## src/rtl/fpu_divide.sv

```systemverilog
// fpu_divide: iterative IEEE-754 divider (result = a / b).
// Radix-2 restoring mantissa division, one quotient bit per clock.
// Subnormal operands read as signed zero; results below the normal range flush to zero.
//
//   state  | meaning
//   -------+---------------------------------------------------------------
//   IDLE   | in_ready=1, waiting for in_valid; operands latched on accept
//   DIVIDE | first cycle classifies/unpacks, then FW+3 quotient-bit cycles
//   NORM   | normalize, round to nearest even, range check
//   DONE   | out_valid=1, result/flags held until out_ready
module fpu_divide #(
    parameter int  double = 0,
    localparam int W      = (double != 0) ? 64 : 32,
    localparam int EW     = (double != 0) ? 11 : 8,
    localparam int FW     = (double != 0) ? 52 : 23
) (
    input  logic         clk,
    input  logic         rst_n,
    input  logic         in_valid,
    output logic         in_ready,
    input  logic [W-1:0] a,
    input  logic [W-1:0] b,
    output logic         out_valid,
    input  logic         out_ready,
    output logic [W-1:0] result,
    output logic [3:0]   flags
);

    localparam int MW   = FW + 1;            // mantissa width including hidden one
    localparam int QW   = FW + 3;            // quotient bits produced
    localparam int CW   = $clog2(QW);
    localparam int BIAS = (1 << (EW - 1)) - 1;
    localparam int EMAX = (1 << EW) - 1;

    localparam logic signed [EW+1:0] BIAS_X = (EW + 2)'(BIAS);
    localparam logic signed [EW+1:0] EMAX_X = (EW + 2)'(EMAX);
    localparam logic signed [EW+1:0] ONE_X  = (EW + 2)'(1);
    localparam logic signed [EW+1:0] ZERO_X = (EW + 2)'(0);
    localparam logic [W-1:0]         QNAN   = {1'b0, {EW{1'b1}}, 1'b1, {(FW - 1){1'b0}}};

    typedef enum logic [1:0] {IDLE, DIVIDE, NORM, DONE} state_t;

    state_t               state;
    logic [W-1:0]         a_q;
    logic [W-1:0]         b_q;
    logic                 first;
    logic [MW:0]          rem;
    logic [MW-1:0]        dvs;
    logic [QW-1:0]        quo;
    logic signed [EW+1:0] exp_q;
    logic [CW-1:0]        cnt;

    // operand fields, held stable in a_q/b_q for the whole operation
    logic          sa, sb, sq;
    logic [EW-1:0] ea, eb;
    logic [FW-1:0] fa, fb;
    logic          a_nan, b_nan, a_inf, b_inf, a_zero, b_zero;
    logic [W-1:0]  inf_w, zero_w;

    assign {sa, ea, fa} = a_q;
    assign {sb, eb, fb} = b_q;
    assign sq     = sa ^ sb;
    assign a_nan  = (&ea) && (|fa);
    assign b_nan  = (&eb) && (|fb);
    assign a_inf  = (&ea) && !(|fa);
    assign b_inf  = (&eb) && !(|fb);
    assign a_zero = ~|ea;
    assign b_zero = ~|eb;
    assign inf_w  = {sq, {EW{1'b1}}, {FW{1'b0}}};
    assign zero_w = {sq, {(W - 1){1'b0}}};

    logic                 spec_hit;
    logic [W-1:0]         spec_res;
    logic [3:0]           spec_flags;
    logic signed [EW+1:0] exp_init;

    assign exp_init = $signed({2'b00, ea}) - $signed({2'b00, eb}) + BIAS_X;

    // special-operand decode in priority order
    always_comb begin
        spec_hit   = 1'b1;
        spec_res   = zero_w;
        spec_flags = 4'b0000;
        if (a_nan || b_nan) begin
            spec_res = QNAN;
        end else if ((a_zero && b_zero) || (a_inf && b_inf)) begin
            spec_res   = QNAN;
            spec_flags = 4'b1000;
        end else if (a_inf) begin
            spec_res = inf_w;
        end else if (b_zero) begin
            spec_res   = inf_w;
            spec_flags = 4'b0100;
        end else if (a_zero || b_inf) begin
            spec_res = zero_w;
        end else begin
            spec_hit = 1'b0;
        end
    end

    // one restoring step: trial subtract, keep the difference when no borrow
    logic        borrow;
    logic [MW:0] diff;
    logic [MW:0] rem_nxt;

    assign {borrow, diff} = {1'b0, rem} - {2'b00, dvs};
    assign rem_nxt        = (borrow ? rem : diff) << 1;

    logic [MW-1:0]        mant;
    logic                 guard, sticky, rnd_up;
    logic [MW:0]          mant_r;
    logic signed [EW+1:0] exp_n, exp_r;
    logic [FW-1:0]        frac_r;
    logic [W-1:0]         norm_res;
    logic [3:0]           norm_flags;

    // normalize by at most one place, round to nearest even, then range check
    always_comb begin
        if (quo[QW-1]) begin
            mant   = quo[QW-1:2];
            guard  = quo[1];
            sticky = quo[0] | (|rem);
            exp_n  = exp_q;
        end else begin
            mant   = quo[QW-2:1];
            guard  = quo[0];
            sticky = |rem;
            exp_n  = exp_q - ONE_X;
        end
        rnd_up = guard & (sticky | mant[0]);
        mant_r = {1'b0, mant} + {{MW{1'b0}}, rnd_up};
        exp_r  = exp_n + $signed({{(EW + 1){1'b0}}, mant_r[MW]});
        frac_r = mant_r[MW] ? mant_r[FW:1] : mant_r[FW-1:0];
        norm_flags = 4'b0000;
        if (exp_r >= EMAX_X) begin
            norm_res   = inf_w;
            norm_flags = 4'b0010;
        end else if (exp_r <= ZERO_X) begin
            norm_res   = zero_w;
            norm_flags = 4'b0001;
        end else begin
            norm_res = {sq, exp_r[EW-1:0], frac_r};
        end
    end

    // sequencing FSM with registered handshake outputs
    always_ff @(posedge clk or negedge rst_n) begin
        if (!rst_n) begin
            state     <= IDLE;
            in_ready  <= 1'b1;
            out_valid <= 1'b0;
            result    <= '0;
            flags     <= '0;
            a_q       <= '0;
            b_q       <= '0;
            first     <= 1'b0;
            rem       <= '0;
            dvs       <= '0;
            quo       <= '0;
            exp_q     <= '0;
            cnt       <= '0;
        end else begin
            case (state)
                IDLE: begin
                    if (in_valid && in_ready) begin
                        a_q      <= a;
                        b_q      <= b;
                        flags    <= '0;
                        first    <= 1'b1;
                        in_ready <= 1'b0;
                        state    <= DIVIDE;
                    end
                end
                DIVIDE: begin
                    if (first) begin
                        first <= 1'b0;
                        if (spec_hit) begin
                            result    <= spec_res;
                            flags     <= spec_flags;
                            out_valid <= 1'b1;
                            state     <= DONE;
                        end else begin
                            rem   <= {2'b01, fa};
                            dvs   <= {1'b1, fb};
                            quo   <= '0;
                            exp_q <= exp_init;
                            cnt   <= CW'(QW - 1);
                        end
                    end else begin
                        quo <= {quo[QW-2:0], ~borrow};
                        rem <= rem_nxt;
                        if (cnt == '0) begin
                            state <= NORM;
                        end else begin
                            cnt <= cnt - CW'(1);
                        end
                    end
                end
                NORM: begin
                    result    <= norm_res;
                    flags     <= norm_flags;
                    out_valid <= 1'b1;
                    state     <= DONE;
                end
                DONE: begin
                    if (out_ready) begin
                        out_valid <= 1'b0;
                        in_ready  <= 1'b1;
                        state     <= IDLE;
                    end
                end
                default: state <= IDLE;
            endcase
        end
    end

endmodule

```

## config.mk

```make
export PLATFORM = sky130hd
export DESIGN_NAME = fpu_divide
export DESIGN_NICKNAME = d
export VERILOG_FILES = /design/src/rtl/fpu_divide.sv
export SDC_FILE = /design/constraint.sdc
export NUM_CORES = 1
export LEC_CHECK = 0
export CAP_MARGIN = 20
export CORE_ASPECT_RATIO = 1.5
export CORE_MARGIN = 2
export CORE_UTILIZATION = 53
export CTS_CLUSTER_DIAMETER = 60
export DETAILED_ROUTE_END_ITERATION = 10
export GPL_ROUTABILITY_DRIVEN = 0
export GPL_TIMING_DRIVEN = 0
export PLACE_DENSITY = 0.77
export SETUP_SLACK_MARGIN = 0.02
export SLEW_MARGIN = 20
export SYNTH_ARGS = -nofsm -noshare
export SYNTH_HDL_FRONTEND = slang
export SYNTH_SLANG_ARGS = --single-unit
```

## constraint.sdc

```tcl
create_clock -name clk -period 5.5 [get_ports clk]
set_input_delay 0.55 -clock clk [delete_from_list [all_inputs] [get_ports clk]]
set_output_delay 0.55 -clock clk [all_outputs]
set_load 0.1 [all_outputs]
```

## Yosys cells after proc, flatten, opt, wreduce, memory -nomap -nowiden

Cells that the tools add are included.

| word-level totals | value |
|---|---|
| bits in registers | 195 |
| bits in latches | 0 |
| bits in writable memories | 0 |
| bits in read-only memories | 0 |
| bits of input ports | 68 |
| output and inout port bits | 38 |
| logic and storage cells | 129 |
| memories | 0 |

| cells by class | value |
|---|---|
| add/subtract/negate cells | 7 |
| multipliers | 0 |
| div/mod/pow operators | 0 |
| order comparisons | 2 |
| equality and inequality tests | 11 |
| shifts and indexed selects | 0 |
| muxes and demuxes | 52 |
| bitwise gates (word level) | 6 |
| reduce and logical (&&, ||, !) cells | 38 |

Operators by type and width:

| cell | count |
|---|---|
| $mux W32 | 4 |
| $mux W31 | 4 |
| $pmux W32 S2 | 1 |
| $mux W26 | 2 |
| $mux W25 | 2 |
| $mux W24 | 2 |
| $reduce_or A23 Y1 | 2 |
| $sub A25 B24 Y26 | 1 |
| $add A24 B1 Y25 | 1 |
| $reduce_or A25 Y1 | 1 |
| $mux W23 | 1 |
| $mux W4 | 5 |
| $reduce_and A8 Y1 | 2 |
| $reduce_or A8 Y1 | 2 |
| $mux W5 | 3 |
| $mux W1 | 14 |
| $mux W2 | 6 |
| $ne A2 B2 Y1 const B | 6 |
| $pmux W4 S3 | 1 |
| $reduce_and A3 Y1 | 4 |
| $reduce_and A4 Y1 | 3 |
| $add A10 B2 Y10 | 1 |
| $add A9 B8 Y10 const B | 1 |
| $ge A10 B9 Y1 const B | 1 |
| 24 further kinds | 46 |

## Logic depth before layout (Yosys ltp)

Gate-level depths: netlist of the first run.

| depth | value |
|---|---|
| depth after elaboration | 12 |
| gate-level depth with buffers | 24 |
| gate-level depth less buffers | 18 |

## Worst setup path after synthesis of the first run

Ideal clock, no wire load.

| timing path | value |
|---|---|
| kind | register to register |
| start | register quo[25] |
| end | register result[5] |
| library setup time | 123 ps |
| arrival | 5,727 ps |
| data required time | 5,377 ps |
| path slack | -350 ps |
| cell stages (with the launch flop) | 25 |
| path buffers | 6 |
| period minus slack after synthesis | 5,850 ps |
| cell sequence | dfrtp_1 > buf_2 > buf_2 > buf_1 > clkbuf_1 > clkbuf_1 > nand2_1 > a21boi_0 > ha_1 > nand3_1 > nor4b_2 > nand4_1 > or2_2 > nor2_1 > ha_1 > ha_1 > nand2b_1 > mux2_2 > nand2b_1 > nor4bb_1 > a41oi_1 > o2111ai_2 > nor3_2 > buf_6 > a22o_1 |

| between the ends | value |
|---|---|
| word-level cells in the longest chain between the ends | 9 |
| elaborated cells on any way between the ends | 14 |
| those cells by class | add/sub (2); order compare (2); mux (8); bitwise (2) |

Ends and longest elaborated chain:

| what | RTL line | RTL |
|---|---|---|
| start, declared | 49 | `logic [QW-1:0] quo;` |
| start signal, assigned | 190 | `quo <= {quo[QW-2:0], ~borrow};` |
| $mux W1 / $mux W24 (equally long branches) | 119 | `if (quo[QW-1]) begin` |
| $or A1 B1 Y1 | 130 | `rnd_up = guard & (sticky \| mant[0]);` |
| $and A1 B1 Y1 | 130 |  |
| $add A24 B1 Y25 | 131 | `mant_r = {1'b0, mant} + {{MW{1'b0}}, rnd_up};` |
| $add A10 B2 Y10 | 132 | `exp_r = exp_n + $signed({{(EW + 1){1'b0}}, mant_r[MW]});` |
| $le A10 B1 Y1 | 138 | `end else if (exp_r <= ZERO_X) begin` |
| $mux W31 | 138 |  |
| $mux W31 * | 135 | `if (exp_r >= EMAX_X) begin` |
| $pmux W32 S2 * | 163 | `case (state)` |
| end signal, assigned | 178 | `result <= spec_res;` |
| end signal, assigned | 200 | `result <= norm_res;` |
| end, declared | 25 | `output logic [W-1:0] result,` |

Mark *: on every way between the ends. The rest lies on a longest branch, timed or not.
A chain may end at the register's enable or synchronous reset.

## Final worst setup path of the first run

Ends and elaborated chain as after synthesis.

==> results of run 1 <==
## per-stage QoR
step	area (um2)	worst slack, ps
global placement	13000	-4000
floorplan	11600	66.7
global route	13700	35.6
detailed placement	13000	-1160
finish	13700	332
CTS	13700	59.3
## cells by family (layout without fill, tap and decap cells)
group	after synthesis	in the layout	share of synthesized area, %
DFF	195	195	42.2
muxes	101	101	9.50
adders and majority gates	45	45	4.99
xor gates and xnor gates	66	66	5.29
and+or+nand+nor	365	365	16.1
AOI/OAI and AO/OA	301	301	17.7
buffers and inverters	122	264	4.27
## final timing paths
check	to	slack [ps]	cells after the start
max	result[5]	330	23
min	dvs[23]	470	2
max reg2reg	result[5]	330	23
min reg2reg	dvs[23]	470	2
max in group asynchronous	in_ready	4180	3
min in group asynchronous	a_q[16]	560	2
## cell usage in the layout (no fill, tap or decap), drive strengths merged, types with 35 or more instances in the layout
cell	synthesis	final
a21oi	35	35
a22o	42	42
clkbuf	53	69
clkdlybuf4s50	0	104
dfrtp	194	194
ha	43	43
inv	55	62
mux2	71	71
nand2	116	116
nor2	64	64
o21ai	96	96
xnor2	40	40
## repair_timing
| item | CTS | global route |
|---|---|---|
| endpoints found under the setup margin | 33 | 28 |
| endpoints found under the hold margin | 36 | 0 |
| gates resized for setup | 10 | 9 |
| hold buffers | 1 | 0 |
| setup buffers | 2 | 1 |
| pin swaps | 4 | 4 |
## layer usage
metal	up-vias	wire, um
li1	4599	-
met1	4700	11500
met2	338	15600
met3	97	1390
met4	0	1430
met5	-	0
## final cells by class
cell class                 instances  area, um2
timing repair buffer             111       1140
clock buffer                      17        425
clock inverter                    15        184
tap                              272        340
multi-input combinational        878       6240
fill                            1749       7800
sequential                       195       4880
inverter                          55        206
buffer                            66        323
## report_power, final
part           internal, mW  total [mW]  switching [mW]  leakage, nW
Clock                 0.618        1.28           0.658        0.289
Combinational        0.0467      0.0834          0.0367         3.04
Sequential             1.43        1.43               0         2.72
Total                  2.10        2.79           0.695         6.04
## cells in the mapped netlist (all sizes together) (32+ instances only)
library cell,count,area share (%)
dfrtp,194,42
nand2,116,3.8
o21ai,96,4.2
mux2,71,6.9
nor2,64,2.1
inv,55,1.8
clkbuf,53,1.7
ha,43,4.6
a22o,42,3.2
xnor2,40,3.2
a21oi,35,1.5
nand3,32,1.4
## critical path, stage by stage (launching register included)
cell and delay (ps):
dfrtp_1 330, buf_4 200, buf_8 180, buf_12 180
clkbuf_8 210, nand2_1 50, a21boi_0 180, ha_2 240
nand3_2 110, nor4b_4 340, nand4_1 190, or2_4 320
nor2_4 190, ha_4 190, ha_2 200, nand2_1 60
mux2_4 330, nand2b_1 190, nor4bb_1 290, a41oi_1 120
o2111ai_2 450, nor3_2 90, buf_6 150, a22o_1 220
## flip-flops by register name, summed over array words and instances (netlist names)
name       flops
a_q           32
b_q           32
cnt            5
dvs           24
exp_q         10
first          1
flags          4
in_ready       1
out_valid      1
quo           26
rem           25
result        32
state          2
==> flow_summary.json, run 1 <==
{
  "outcome": "finished, final reports clean",
  "fp.dieW_um": 125,
  "drc": 0,
  "hold_viol_final": 0,
  "leakage_nw": 6.04,
  "io_pins": 106,
  "synth_nets": 1308,
  "die-area_mm2": 0.0231,
  "dp_cells": 1574,
  "drtIter0Drc": 811,
  "clock_skew_ps": 15.3,
  "wl_um": 30000,
  "die_h_um": 185,
  "yosys_warnings": 0,
  "fin_util_pct": 63.8,
  "rsz0062_at_grt": "false",
  "diodes": 0,
  "syn_area_mm2": 0.0116,
  "overflow": 0,
  "hold_path_class": "reg2reg",
  "path_clk_slew_ps": 90,
  "avgSynthCellArea_um2": 9.69,
  "grt.met3_usage_pct": 3.76,
  "grt_pass1_vias": 9753,
  "root_buffer": "clkbuf_16",
  "io_buffers": 105,
  "max-slew-margin-rel_pct": 31.8,
  "worstSetupPathType": "reg2reg",
  "drive_gt1_share_pct": 11.1,
  "cts_buffer_depth": 2,
  "clkSinkCount": 195,
  "firstDrtPassIters": 5,
  "clock_latency_ps": 460,
  "required_ps": 5850,
  "cts_tree": "built",
  "ys_seq_area_share_pct": 42.2,
  "grt_usage_pct": 26.5,
  "synthArstFlopShare_pct": 100,
  "peakVddDrop_uv": 260,
  "r2r-start": "quo[25]",
  "synth_cells": 1195,
  "tightestPinTransition_ps": 1010,
  "core-area_mm2": 0.0216,
  "grt_pass1_wl_um": 49100,
  "grt_max_degree": 89,
  "yosysUniqueCellTypes": 83,
  "finalNetCount": 1437,
  "vias_per_cell": 6.05,
  "ys_ff_latch": 195,
  "numCtsBuffers": 17,
  "hp-start": "dvs[23]",
  "path_max_fanout": 19,
  "cap_violations": 0,
  "p_total_mw": 2.79,
  "rows": 66,
  "grt-busiest-layer": "met2",
  "met2_usage_pct": 48.5,
  "ant_nets": 0,
  "grt_use_met1_pct": 30.0,
  "synth-edff-count": 0,
  "power.density_mw_per_mm2": 203,
  "num_vias": 9734,
  "crit_path_start": "quo[25]",
  "holdWs_ps": 468,
  "synth_ff_type": "dfrtp_1",
  "crit_arrival_ps": 5520,
  "htree_levels": 4,
  "grt_antenna_before_repair": 0,
  "setup_violations": 0,
  "cp-start-kind": "flop",
  "instances_no_fill": 1609,
  "fin_setup_tns_ps": 0,
  "period_needed_ps": 5170,
  "syn2layout_area_growth_pct": 18.8,
  "fmax_mhz": 193,
  "hpwl_um": 22600,
  "cp-end-kind": "flop",
  "fin_crit_sh_pct": 94.0,
  "initial_core_util_pct": 53.7,
  "finalMaxSlewViolations": 0,
  "wire_per_inst_um": 18.6
}
Power figures use the tool's default switching activity.
==> inputs of run 2 (changes only) <==
Settings changed: CORE_ASPECT_RATIO 1.5 to not set.
==> run 2 against run 1 <==
Hold slack improved by 22 ps. Utilization fell by 0.11 points. Total power is 0.32% higher. Sequential share of layout area down 0.052 points. Die area down 0.11%. Setup slack got worse by 1.5 ps. Sequential power barely moved. Clock power about the same. Combinational power down 0.5%. Critical path depth did not move. Via count fell by 0.10%. Cell area up 0.15%. Critical path type unchanged. Largest cell class unchanged.
==> flow_summary.json, run 2 (synthesized netlist as in run 1, its figures left out) <==
{
  "ff2ff_setup_slack_ps": 330,
  "largestRegisters": "a_q: 32 flops, b_q: 32 flops, result: 32 flops",
  "fmax_mhz": 193,
  "clkSinkCount": 195,
  "die_h_um": 152,
  "wl_um": 29700,
  "path_max_fanout": 19,
  "post-place-ws_ps": -1080,
  "comb_power_share_pct": 3.0,
  "rows": 54,
  "internal_power_mw": 2.20,
  "required_ps": 5840,
  "hold_path_class": "reg2reg",
  "diodes": 0,
  "ant_nets": 0,
  "fp.dieW_um": 152,
  "leakage_nw": 6.04,
  "fin_crit_sh_pct": 94.0,
  "finalNetCount": 1438,
  "r2r_end": "result[5]",
  "path_clk_slew_ps": 70,
  "wire_per_inst_um": 18.4,
  "drtIter0Drc": 588,
  "crit_arrival_ps": 5510,
  "hpwl_um": 22200,
  "max-slew-margin-rel_pct": 35.1,
  "period_needed_ps": 5170,
  "swShare_pct": 21.4,
  "cap_violations": 0,
  "grt_pass1_vias": 9497,
  "clkPwrFrac_pct": 45.9,
  "numCtsBuffers": 17,
  "vias_per_cell": 6.01,
  "hold_viol_final": 0,
  "setup_violations": 0,
  "worstSetupPathType": "reg2reg",
  "htree_levels": 4,
  "finalMaxSlewViolations": 0,
  "overflow": 0,
  "clock_skew_ps": 10.4,
  "io_pins": 106,
  "initial_core_util_pct": 53.5,
  "grt_usage_pct": 26.7,
  "outcome": "finished, final reports clean",
  "syn2layout_area_growth_pct": 18.9,
  "setup_slack_ps": 330,
  "most-common-layout-cells": "dfrtp_1 (194), nand2_1 (116), clkdlybuf4s50_1 (104), o21ai_0 (92), mux2_2 (70)",
  "firstDrtPassIters": 5,
  "die-area_mm2": 0.0230,
  "ff2ff_path_depth": 23,
  "grt_max_degree": 87,
  "hold_depth": 2,
  "cts_buffer_depth": 2,
  "rsz0062_at_grt": "false",
  "grt_pass1_wl_um": 48000,
  "cp-start-kind": "flop",
  "tightestPinTransition_ps": 971,
  "holdPathEnd": "dvs[23]",
  "power.density_mw_per_mm2": 203,
  "fin_setup_tns_ps": 0,
  "p_seq_share_pct": 51.2,
  "root_buffer": "clkbuf_16",
  "cts_tree": "built",
  "core-area_mm2": 0.0216,
  "cp-end-kind": "flop",
  "num_vias": 9724,
  "peakVddDrop_uv": 203,
  "r2r-start": "quo[25]",
  "io_buffers": 105,
  "p_sw_mw": 0.599,
  "final_common_cell": "dfrtp_1",
  "grt_antenna_before_repair": 0,
  "hp-start": "dvs[23]",
  "drc": 0,
  "drive_gt1_share_pct": 11.2,
  "clock_latency_ps": 440
}
## run 2: how the worst max path moves through the flow
| stage | startpoint | to | slack, ps |
|---|---|---|---|
| after detailed placement | quo[25] | result[18] | -1080 |
| after CTS | quo[25] | result[13] | 50 |
| after global placement | rst_n | a_q[8] | -4020 |
| final | quo[25] | result[5] | 330 |
| after floorplan | quo[25] | result[5] | 70 |
| after global routing | quo[25] | result[5] | 30 |
## run 2: power groups by stage
stage | clock network (mW) | registers (mW) | logic [mW]
after floorplan | 0 | 1.46 | 0.000977
after global placement | 0 | 1.46 | 0.0786
after detailed placement | 0 | 1.46 | 0.0851
after CTS | 1.30 | 1.43 | 0.0859
after global routing | 1.36 | 1.43 | 0.0919
final | 1.28 | 1.43 | 0.0830
## run 2: per-stage QoR
stage | total power, mW | util (%) | area [um2] | hold WS (ps) | instances
after floorplan | 1.46 | - | 11600 | 254 | 1195
after global placement | 1.54 | 60.1 | 13000 | 444 | 1580
after detailed placement | 1.55 | 60.4 | 13000 | 439 | 1582
after CTS | 2.82 | 63.5 | 13700 | 495 | 1616
after global routing | 2.88 | 63.7 | 13800 | 518 | 1618
final | 2.80 | 63.7 | 13800 | 489 | 1618
## run 2: area by class of cell
cell class              instances  area, um2
plain buffers                  66        327
clock buffers                  22        484
clock inverters                10        125
fillers                      1788       7850
inverters                      55        206
multi-input cells             878       6240
flip-flops and latches        195       4880
well taps                     280        350
repair buffers                112       1150
## run 2: repair_timing
item                                    in CTS  in global routing
setup buffers                                2                  2
resized for setup                           13                  8
endpoints found under the setup margin      33                 28
hold buffers                                 1                  0
pin swaps                                    5                  4
hold endpoints to repair                    34                  0
## run 2: critical path, stage by stage, from the launching register on
cell and delay (ps):
dfrtp_1 360, buf_6 180, buf_8 170, buf_12 180, clkbuf_8 200, nand2_1 60
a21boi_1 180, ha_2 240, nand3_1 160, nor4b_4 340, nand4_1 210, or2_4 330
nor2_4 150, ha_2 240, ha_2 220, nand2_1 60, mux2_4 330, nand2b_1 200
nor4bb_2 280, a41oi_1 100, o2111ai_2 400, nor3_2 100, buf_6 150, a22o_1 220
## run 2: routing by layer
layer  up-vias  part of all wire, %  global-route usage (%)
li1       4618                    -                       -
met1      4688                   43                    34.6
met2       339                   47                    43.5
met3        79                  6.2                    4.76
met4         0                  3.7                    12.7
met5         -                    0                       0
==> inputs of run 3 (changes only) <==
Settings changed: CAP_MARGIN 20 to not set, CTS_CLUSTER_SIZE set to 25.
==> results of run 3 <==
Same layout as run 2: the final DEF is identical, and so are final timing and power.
